`config.mk`:
```
export PLATFORM = sky130hd
export DESIGN_NAME = cache_mem_arbiter_flat
export DESIGN_NICKNAME = d
export VERILOG_FILES = /design/src/rtl/cache_mem_arbiter_if.sv /design/src/rtl/cache_mem_arbiter.sv /design/src/flat_wrapper.sv
export SDC_FILE = /design/constraint.sdc
export NUM_CORES = 1
export LEC_CHECK = 0
export CAP_MARGIN = 20
export CORE_AREA = 2 2 121 123
export CTS_BUF_LIST = sky130_fd_sc_hd__clkbuf_8 sky130_fd_sc_hd__clkbuf_16
export DETAILED_ROUTE_END_ITERATION = 6
export DIE_AREA = 0 0 123 125
export SYNTH_ARGS = -nofsm -noshare
export SYNTH_HDL_FRONTEND = slang
export SYNTH_SLANG_ARGS = --single-unit
```
`constraint.sdc`:
```
create_clock -name clk -period 2.1 [get_ports clk]
set_input_delay 0.315 -clock clk [delete_from_list [all_inputs] [get_ports clk]]
set_output_delay 0.315 -clock clk [all_outputs]
set_load 0.05 [all_outputs]
```
`src/rtl/cache_mem_arbiter_if.sv`:
```
// Avalon request/response types and the arbiter's bus bundle: per-master ports,
// the shared memory port and arbitration status.
package cache_mem_arbiter_pkg;
  typedef struct packed {
    logic        read;
    logic        write;
    logic [31:0] address;
    logic [31:0] writedata;
    logic [3:0]  byte_enable;
  } avalon_req_t;

  typedef struct packed {
    logic        waitrequest;
    logic [31:0] readdata;
  } avalon_resp_t;
endpackage

interface cache_mem_arbiter_if #(parameter int NUM_MASTERS = 2);
  import cache_mem_arbiter_pkg::*;
  localparam int ID_W = $clog2(NUM_MASTERS);

  avalon_req_t  [NUM_MASTERS-1:0] m_avn_req;
  avalon_resp_t [NUM_MASTERS-1:0] m_avn_resp;
  avalon_req_t                    mem_avn_req;
  avalon_resp_t                   mem_avn_resp;
  logic [ID_W-1:0]                grant_id;
  logic                           busy;

  modport slave  (input  m_avn_req, mem_avn_resp,
                  output m_avn_resp, mem_avn_req, grant_id, busy);
  modport master (output m_avn_req, mem_avn_resp,
                  input  m_avn_resp, mem_avn_req, grant_id, busy);
endinterface

```
`src/rtl/cache_mem_arbiter.sv`:
```
// Round-robin arbiter sharing one Avalon memory port between NUM_MASTERS requesters;
// grant is held through waitrequest and read data is routed back to its owner.
module cache_mem_arbiter #(
  parameter int NUM_MASTERS = 2
) (
  input logic               clk,
  input logic               rst,
  cache_mem_arbiter_if.slave bus
);
  import cache_mem_arbiter_pkg::*;
  localparam int ID_W = $clog2(NUM_MASTERS);

  typedef enum logic {IDLE, LOCKED} state_t;

  state_t                 state;
  logic [ID_W-1:0]        last_grant, lock_id, rd_owner, grant;
  logic                   rd_vld, found, accept;
  logic [NUM_MASTERS-1:0] req;
  avalon_req_t            mem_req;

  always_comb begin
    for (int i = 0; i < NUM_MASTERS; i++)
      req[i] = bus.m_avn_req[i].read | bus.m_avn_req[i].write;
    grant = last_grant;
    found = 1'b0;
    if (state == LOCKED) begin
      grant = lock_id;
      found = req[lock_id];
    end else begin
      // Scan starts just past the last winner so every master gets a turn.
      for (int k = 1; k <= NUM_MASTERS; k++) begin
        if (!found && req[(int'(last_grant) + k) % NUM_MASTERS]) begin
          grant = ID_W'((int'(last_grant) + k) % NUM_MASTERS);
          found = 1'b1;
        end
      end
    end
    mem_req = bus.m_avn_req[grant];
    if (!found || !rst) begin
      mem_req.read  = 1'b0;
      mem_req.write = 1'b0;
    end
    accept = (mem_req.read | mem_req.write) & ~bus.mem_avn_resp.waitrequest;
  end

  assign bus.mem_avn_req = mem_req;
  assign bus.grant_id    = rst ? grant : '0;
  assign bus.busy        = rst && (state == LOCKED);

  // Waitrequest is the only output that sees mem waitrequest combinationally.
  always_comb begin
    for (int i = 0; i < NUM_MASTERS; i++) begin
      bus.m_avn_resp[i].waitrequest = 1'b1;
      bus.m_avn_resp[i].readdata    = '0;
      if (rst && found && grant == ID_W'(i))
        bus.m_avn_resp[i].waitrequest = bus.mem_avn_resp.waitrequest;
      if (rd_vld && rd_owner == ID_W'(i))
        bus.m_avn_resp[i].readdata = bus.mem_avn_resp.readdata;
    end
  end

  always_ff @(posedge clk or negedge rst) begin
    if (!rst) begin
      state      <= IDLE;
      last_grant <= ID_W'(NUM_MASTERS - 1);
      lock_id    <= '0;
      rd_vld     <= 1'b0;
      rd_owner   <= '0;
    end else begin
      rd_vld <= accept & mem_req.read;
      if (accept & mem_req.read) rd_owner <= grant;
      case (state)
        IDLE: if (found) begin
          if (!bus.mem_avn_resp.waitrequest) last_grant <= grant;
          else begin
            lock_id <= grant;
            state   <= LOCKED;
          end
        end
        LOCKED: begin
          // A master abandoning its locked request releases the port without a transfer.
          if (!found) state <= IDLE;
          else if (!bus.mem_avn_resp.waitrequest) begin
            last_grant <= lock_id;
            state      <= IDLE;
          end
        end
        default: state <= IDLE;
      endcase
    end
  end
endmodule

```
`src/flat_wrapper.sv`:
```
// flat-port wrapper written by rule: the top's interface ports become plain ports
module cache_mem_arbiter_flat import cache_mem_arbiter_pkg::*;
#(
  parameter int NUM_MASTERS = 2
)
  (clk, rst, bus_m_avn_req, bus_mem_avn_resp, bus_m_avn_resp, bus_mem_avn_req, bus_grant_id, bus_busy);
  cache_mem_arbiter_if #(.NUM_MASTERS(NUM_MASTERS)) bus_i ();
  input logic clk;
  input logic rst;
  input wire logic [$bits(bus_i.m_avn_req)-1:0] bus_m_avn_req;
  input wire logic [$bits(bus_i.mem_avn_resp)-1:0] bus_mem_avn_resp;
  output wire logic [$bits(bus_i.m_avn_resp)-1:0] bus_m_avn_resp;
  output wire logic [$bits(bus_i.mem_avn_req)-1:0] bus_mem_avn_req;
  output wire logic [$bits(bus_i.grant_id)-1:0] bus_grant_id;
  output wire logic [$bits(bus_i.busy)-1:0] bus_busy;
  assign bus_i.m_avn_req = bus_m_avn_req;
  assign bus_i.mem_avn_resp = bus_mem_avn_resp;
  assign bus_m_avn_resp = bus_i.m_avn_resp;
  assign bus_mem_avn_req = bus_i.mem_avn_req;
  assign bus_grant_id = bus_i.grant_id;
  assign bus_busy = bus_i.busy;
  cache_mem_arbiter #(.NUM_MASTERS(NUM_MASTERS)) u_core (.clk(clk), .rst(rst), .bus(bus_i));
endmodule
```
==> impl_metrics.csv, run 1 <==
group,metric,value,unit
run_status,outcome,"complete, but fails checks",
run_status,violations,"setup timing",
detailed_routing,dr.first_iter.drc_count,52,
min_path,holdCritPathClass,"input port to asynchronous set/reset pin",
floorplanning,rows,44,
synth,synth_fp_nets,364,
cells_and_area,n_antenna_cell,0,
cells_and_area,multiInputGateArea,0.00161,mm2
floorplanning,die_area,0.0154,mm2
floorplanning,core-area,0.0142,mm2
synth,avgSynthCellArea,8.61,um2
detailed_routing,ant_nets,0,
global_route,grt_pass1_vias,3083,
placed_design,dp_hpwl,10000,um
synth,synth_largest_area_cell,"mux2_2",
detailed_routing,routed_wirelength,13000,um
cts,clock_latency,220,ps
sta,fin_crit_sh,109,%
cells_and_area,fill_cells,1294,
synth,synthArstFlopShare,100,%
sta,finalHoldViolations,0,
worst_setup_path,required,1780,ps
synth,synth-seq-cells,5,
global_route,grt_start_max_net_pins,34,
power_and_ir_drop,max-vdd-ir-drop,0.000538,V
cts,cts_root_buffer,"clkbuf_16",
cells_and_area,register_area,128,um2
cts,cts_sinks,5,
sta,max_freq,0.437,GHz
synth,synth_area,0.00163,mm2
worst_setup_path,rr_worst_depth,9,
sta,fin_setup_tns,-10170,ps
synth,synth_cell_types,27,
placed_design,place_congestion,0.864,
worst_setup_path,arrival,1970,ps
sta,worst_clock_skew,0.875,ps
sta,slew_headroom,81.1,%
cells_and_area,drive_above_1_share,49.6,%
sta,worstMarginPinSlew,283,ps
synth,ys_seq_area_share,7.77,%
sta,fin_ws,-186,ps
synth,synthCells,189,
synth,ys_warn_count,0,
detailed_routing,wl_per_cell,18.4,um
global_route,antenna_found_initial,0,
floorplanning,ioPinCount,313,
worst_setup_path,crit_type,"flop to output pin",
cts,holdBufCountCts,0,
cts,cts_tree,"yes",
power_and_ir_drop,p_total,5.12,mW
sta,holdWs,400,ps
cells_and_area,nets,698,
synth,synth_edf_count,0,
detailed_routing,vias,2905,
worst_setup_path,crit_fanout,7,
sta,finalSetupViolCount,70,
floorplanning,start_util,11.5,%
synth,synth_ff_type,"dfrtp_1",
cts,clockBufferDepth,2,
floorplanning,fp.dieH,125,um
synth,synth.area.top_cells,"mux2_2, and2_1, and3_1",
detailed_routing,first_pass_iters,4,
synth,synth_top_area_share,47.8,%
sta,finalMaxSlewViolations,0,
global_route,grt_pass1_wl,17900,um
detailed_routing,drc,0,
power_and_ir_drop,power.density,787,mW/mm2
sta,rsz0062_at_grt,"true",
worst_setup_path,cp-start-kind,"flop",
worst_setup_path,critPathCaptureType,"output pin",
cts,path_clk_slew,30,ps
global_route,grt_overflow,0,
cells_and_area,final_common_cell,"clkdlybuf4s50_1",
cells_and_area,area_growth,300,%
sta,finalCriticalPeriod,2290,ps
floorplanning,die_w,123,um
detailed_routing,via_per_inst,4.11,
cells_and_area,final_cell_mix,"clkdlybuf4s50_1, buf_12, mux2_4, buf_8",
placed_design,io_buffers,312,
cts,cts_made_buffers,3,
global_route,grt_use_total,15.3,%
cts,htreeDepth,1,
power_and_ir_drop,p_leak,2.91,nW
flow_run,drv_cap,0,
-- kinds of logic after synthesis --
logic type             count (synthesis)  synth area share (%)
AND/OR/NAND/NOR                       83                  30.8
flip-flops                             5                  7.77
buffers and inverters                 19                  7.46
multiplexers                          70                  48.4
AO/OA/AOI/OAI                         12                  5.62
-- worst max-delay path, stage by stage (launching register included) --
cell     delay (ps)
dfstp_2         560
nor3_2           60
o31ai_4         210
buf_6           150
buf_12          130
buf_16          130
mux2_2          350
buf_6           160
-- cell usage after synthesis, types with 2 or more instances --
master    number
dfrtp_1        4
and3_1        33
inv_1          2
o211ai_1       2
a21oi_1        2
buf_6          6
nand2_1        2
clkbuf_1       9
and2_1        35
mux2_2        69
nor3_1         2
nor2_1         6
o21ai_0        2
nor2b_1        2
-- cell type report --
type | count | area share [%]
Clock buffer | 3 | 1.16
Clock inverter | 1 | 0.0578
Inverter | 2 | 0.116
Multi-Input combinational cell | 165 | 24.7
Sequential cell | 5 | 1.96
Tap cell | 184 | 3.54
Timing Repair Buffer | 346 | 68.5
-- state kept, by name, summed over array words and instances, names as in the netlist --
register and count:
u_core.last_grant 1, u_core.state 1, u_core.lock_id 1, u_core.rd_vld 1
u_core.rd_owner 1
-- metrics by stage --
step | cell area [um2] | utilization (%) | setup slack (ps) | instances
final | 6500 | 45.8 | -186 | 706
after global routing | 6500 | 45.8 | -250 | 706
after CTS | 6280 | 44.2 | -246 | 706
after detailed placement | 5540 | 39.0 | -403 | 686
after global placement | 5540 | 39.0 | -362 | 686
after floorplan | 1630 | - | 158 | 189
-- what timing repair did --
action | in CTS | in global routing
setup buffers | 11 | 0
setup endpoints to repair | 73 | 73
resized for setup | 121 | 64
pin swaps | 7 | 3
gates cloned | 5 | 2
-- path summary, 6_finish.rpt --
kind                                         from             endpoint  slack [ps]
worst max-delay path            u_core.last_grant  bus_mem_avn_req[13]        -190
worst min-delay path                          rst      u_core.rd_owner         400
worst max register to register  u_core.last_grant      u_core.rd_owner         350
worst min register to register     u_core.lock_id       u_core.lock_id         580
max in group asynchronous                     rst    u_core.last_grant        1500
min in group clk                bus_m_avn_req[69]      u_core.rd_owner         520
-- metal layers --
layer | GRT usage, % | share of wire (%) | vias up
li1 | - | - | 1353
met1 | 15.2 | 34 | 1343
met2 | 30.2 | 54 | 191
met3 | 3.51 | 8.9 | 18
met4 | 5.21 | 3.2 | 0
met5 | 0 | 0 | -
-- report_power, final --
group / internal, mW / switching [mW] / total (mW)
Combinational: 2.25 / 2.40 / 4.65
Sequential: 0.133 / 0.0306 / 0.164
Clock: 0.246 / 0.0581 / 0.304
(Power assumes the default switching activity.)
==> run 2: changes to the inputs <==
--- a/config.mk
+++ b/config.mk
@@ -6,10 +6,10 @@
 export NUM_CORES = 1
 export LEC_CHECK = 0
 export CAP_MARGIN = 20
-export CORE_AREA = 2 2 121 123
+export CORE_AREA = 3 3 119 121
 export CTS_BUF_LIST = sky130_fd_sc_hd__clkbuf_8 sky130_fd_sc_hd__clkbuf_16
 export DETAILED_ROUTE_END_ITERATION = 6
-export DIE_AREA = 0 0 123 125
+export DIE_AREA = 0 0 122 124
 export SYNTH_ARGS = -nofsm -noshare
 export SYNTH_HDL_FRONTEND = slang
 export SYNTH_SLANG_ARGS = --single-unit
==> run 2 against run 1 <==
Against the previous run: highest routed layer unchanged; the run still ends with setup timing left; routed wire length fell by 2.8%; design area fell by 3.3%; largest cell class unchanged; largest power group unchanged; die area shrank 1.6%; clock skew barely moved; final cell count fell by 1.3%; register-to-register slack better by 20 ps; critical path type unchanged; utilization rose by 1.9 points; critical endpoint is now bus_mem_avn_req[48]; sequential cell count is the same; fmax down 0.60%; sequential share of layout area up 0.066 points; sequential power barely moved.
==> impl_metrics.csv, run 2 (synthesis gave the netlist of run 1 again) <==
group,metric,value,unit
detailed_routing,first_pass_iters,4,
cells_and_area,n_antenna_cell,0,
floorplanning,rows,42,
cells_and_area,final_cell_mix,"clkdlybuf4s50_1, buf_12, buf_6",
sta,worst_clock_skew,0.642,ps
cts,cts_tree,"yes",
detailed_routing,via_per_inst,4.02,
flow_run,drv_cap,0,
cells_and_area,drive_above_1_share,48.9,%
cts,clockBufferDepth,2,
cts,cts_made_buffers,3,
global_route,antenna_found_initial,0,
detailed_routing,vias,2799,
floorplanning,start_util,12.3,%
power_and_ir_drop,max-vdd-ir-drop,0.000563,V
placed_design,dp_hpwl,11000,um
worst_setup_path,cp-start-kind,"flop",
cells_and_area,nets,697,
cells_and_area,layout.cells.non_filler,697,
cts,cts_sinks,5,
sta,worstMarginPinSlew,286,ps
global_route,grt_pass1_vias,2783,
placed_design,dp_slack,-417,ps
run_status,violations,"setup timing",
floorplanning,die_w,122,um
sta,finalCriticalPeriod,2300,ps
detailed_routing,drc,0,
cells_and_area,area_growth,286,%
sta,max_freq,0.435,GHz
min_path,holdCritPathClass,"input port to asynchronous set/reset pin",
power_and_ir_drop,p_total,4.83,mW
cts,clock_latency,220,ps
cts,htreeDepth,1,
floorplanning,die_area,0.0151,mm2
global_route,grt_use_total,14.2,%
placed_design,dp.cells,686,
cts,path_clk_slew,30,ps
worst_setup_path,reg2reg_from,"u_core.state",
power_and_ir_drop,power.density,769,mW/mm2
placed_design,io_buffers,312,
placed_design,place_congestion,0.813,
worst_setup_path,required,1780,ps
detailed_routing,dr.first_iter.drc_count,87,
worst_setup_path,rrSetupSlack,370,ps
floorplanning,core-area,0.0132,mm2
run_status,outcome,"complete, but fails checks",
sta,slew_headroom,80.8,%
worst_setup_path,crit_type,"flop to output pin",
sta,finalMaxSlewViolations,0,
floorplanning,ioPinCount,313,
sta,finalSetupViolCount,71,
detailed_routing,wl_per_cell,18.1,um
global_route,grt_start_max_net_pins,34,
floorplanning,fp.dieH,124,um
power_and_ir_drop,p_leak,2.76,nW
detailed_routing,routed_wirelength,12600,um
sta,finalHoldViolations,0,
global_route,grt_overflow,0,
worst_setup_path,crit_fanout,12,
sta,holdWs,411,ps
worst_setup_path,critPathCaptureType,"output pin",
worst_setup_path,r2r-end,"u_core.rd_owner",
cts,cts_root_buffer,"clkbuf_16",
sta,fin_ws,-200,ps
cells_and_area,final_common_cell,"clkdlybuf4s50_1",
global_route,grt_pass1_wl,16500,um
detailed_routing,ant_nets,0,
worst_setup_path,arrival,1990,ps
worst_setup_path,rr_worst_depth,7,
worst_setup_path,crit_start,"u_core.last_grant",
sta,rsz0062_at_grt,"true",
worst_setup_path,endpoint,"bus_mem_avn_req[48]",
sta,fin_crit_sh,110,%
-- run 2: final cells by class --
cell class	instances	area, um2
fillers	1237	6900
well taps	176	220
repair buffers	345	4340
multi-input cells	165	1510
clock buffers	3	75.1
inverters	2	7.51
clock inverters	1	3.75
flip-flops and latches	5	128
-- run 2: worst min-delay path by stage --
stage               slack [ps]      startpoint        endpoint  depth (start not counted)
finish                     410             rst  u_core.lock_id                          2
global route               430             rst  u_core.lock_id                          2
CTS                        420             rst   u_core.rd_vld                          2
detailed placement         560  u_core.lock_id  u_core.lock_id                          2
global placement           540  u_core.lock_id  u_core.lock_id                          2
floorplan                   20             rst  u_core.lock_id                          0
-- run 2: metrics by stage --
step / setup TNS (ps) / cell area [um2] / util [%]
floorplan: 0 / 1630 / -
global placement: -25800 / 5620 / 42.6
detailed placement: -26670 / 5620 / 42.6
CTS: -15510 / 5930 / 45.0
global route: -15220 / 6290 / 47.7
finish: -11260 / 6290 / 47.7
-- run 2: timing repair --
| action | CTS | global route |
|---|---|---|
| hold buffers | 0 | 0 |
| pin swaps | 5 | 5 |
| gates cloned | 0 | 3 |
| buffers inserted | 2 | 2 |
| resized for setup | 63 | 74 |
| setup endpoints to repair | 73 | 73 |
-- run 2: per-layer routing --
layer	vias to the layer above	global-route usage [%]	routed length [um]
met2	165	27.7	7000
li1	1349	-	-
met1	1279	16.1	4410
met3	6	3.41	1160
met4	0	1.26	59
met5	-	0	0
-- run 2: worst max-delay path, stage by stage (launching register included) --
cell and delay [ps]:
dfstp_2 560, nor3_2 60, o31ai_4 170, buf_6 150, buf_12 130, buf_16 140
mux2_2 360, buf_6 160
-- run 2: power breakdown --
part	switching, mW	leakage (nW)	internal (mW)	total, mW
Sequential	0.0301	0.0580	0.133	0.163
Clock	0.0572	0.0423	0.246	0.303
Combinational	2.32	2.66	2.05	4.37
Total	2.40	2.76	2.43	4.83
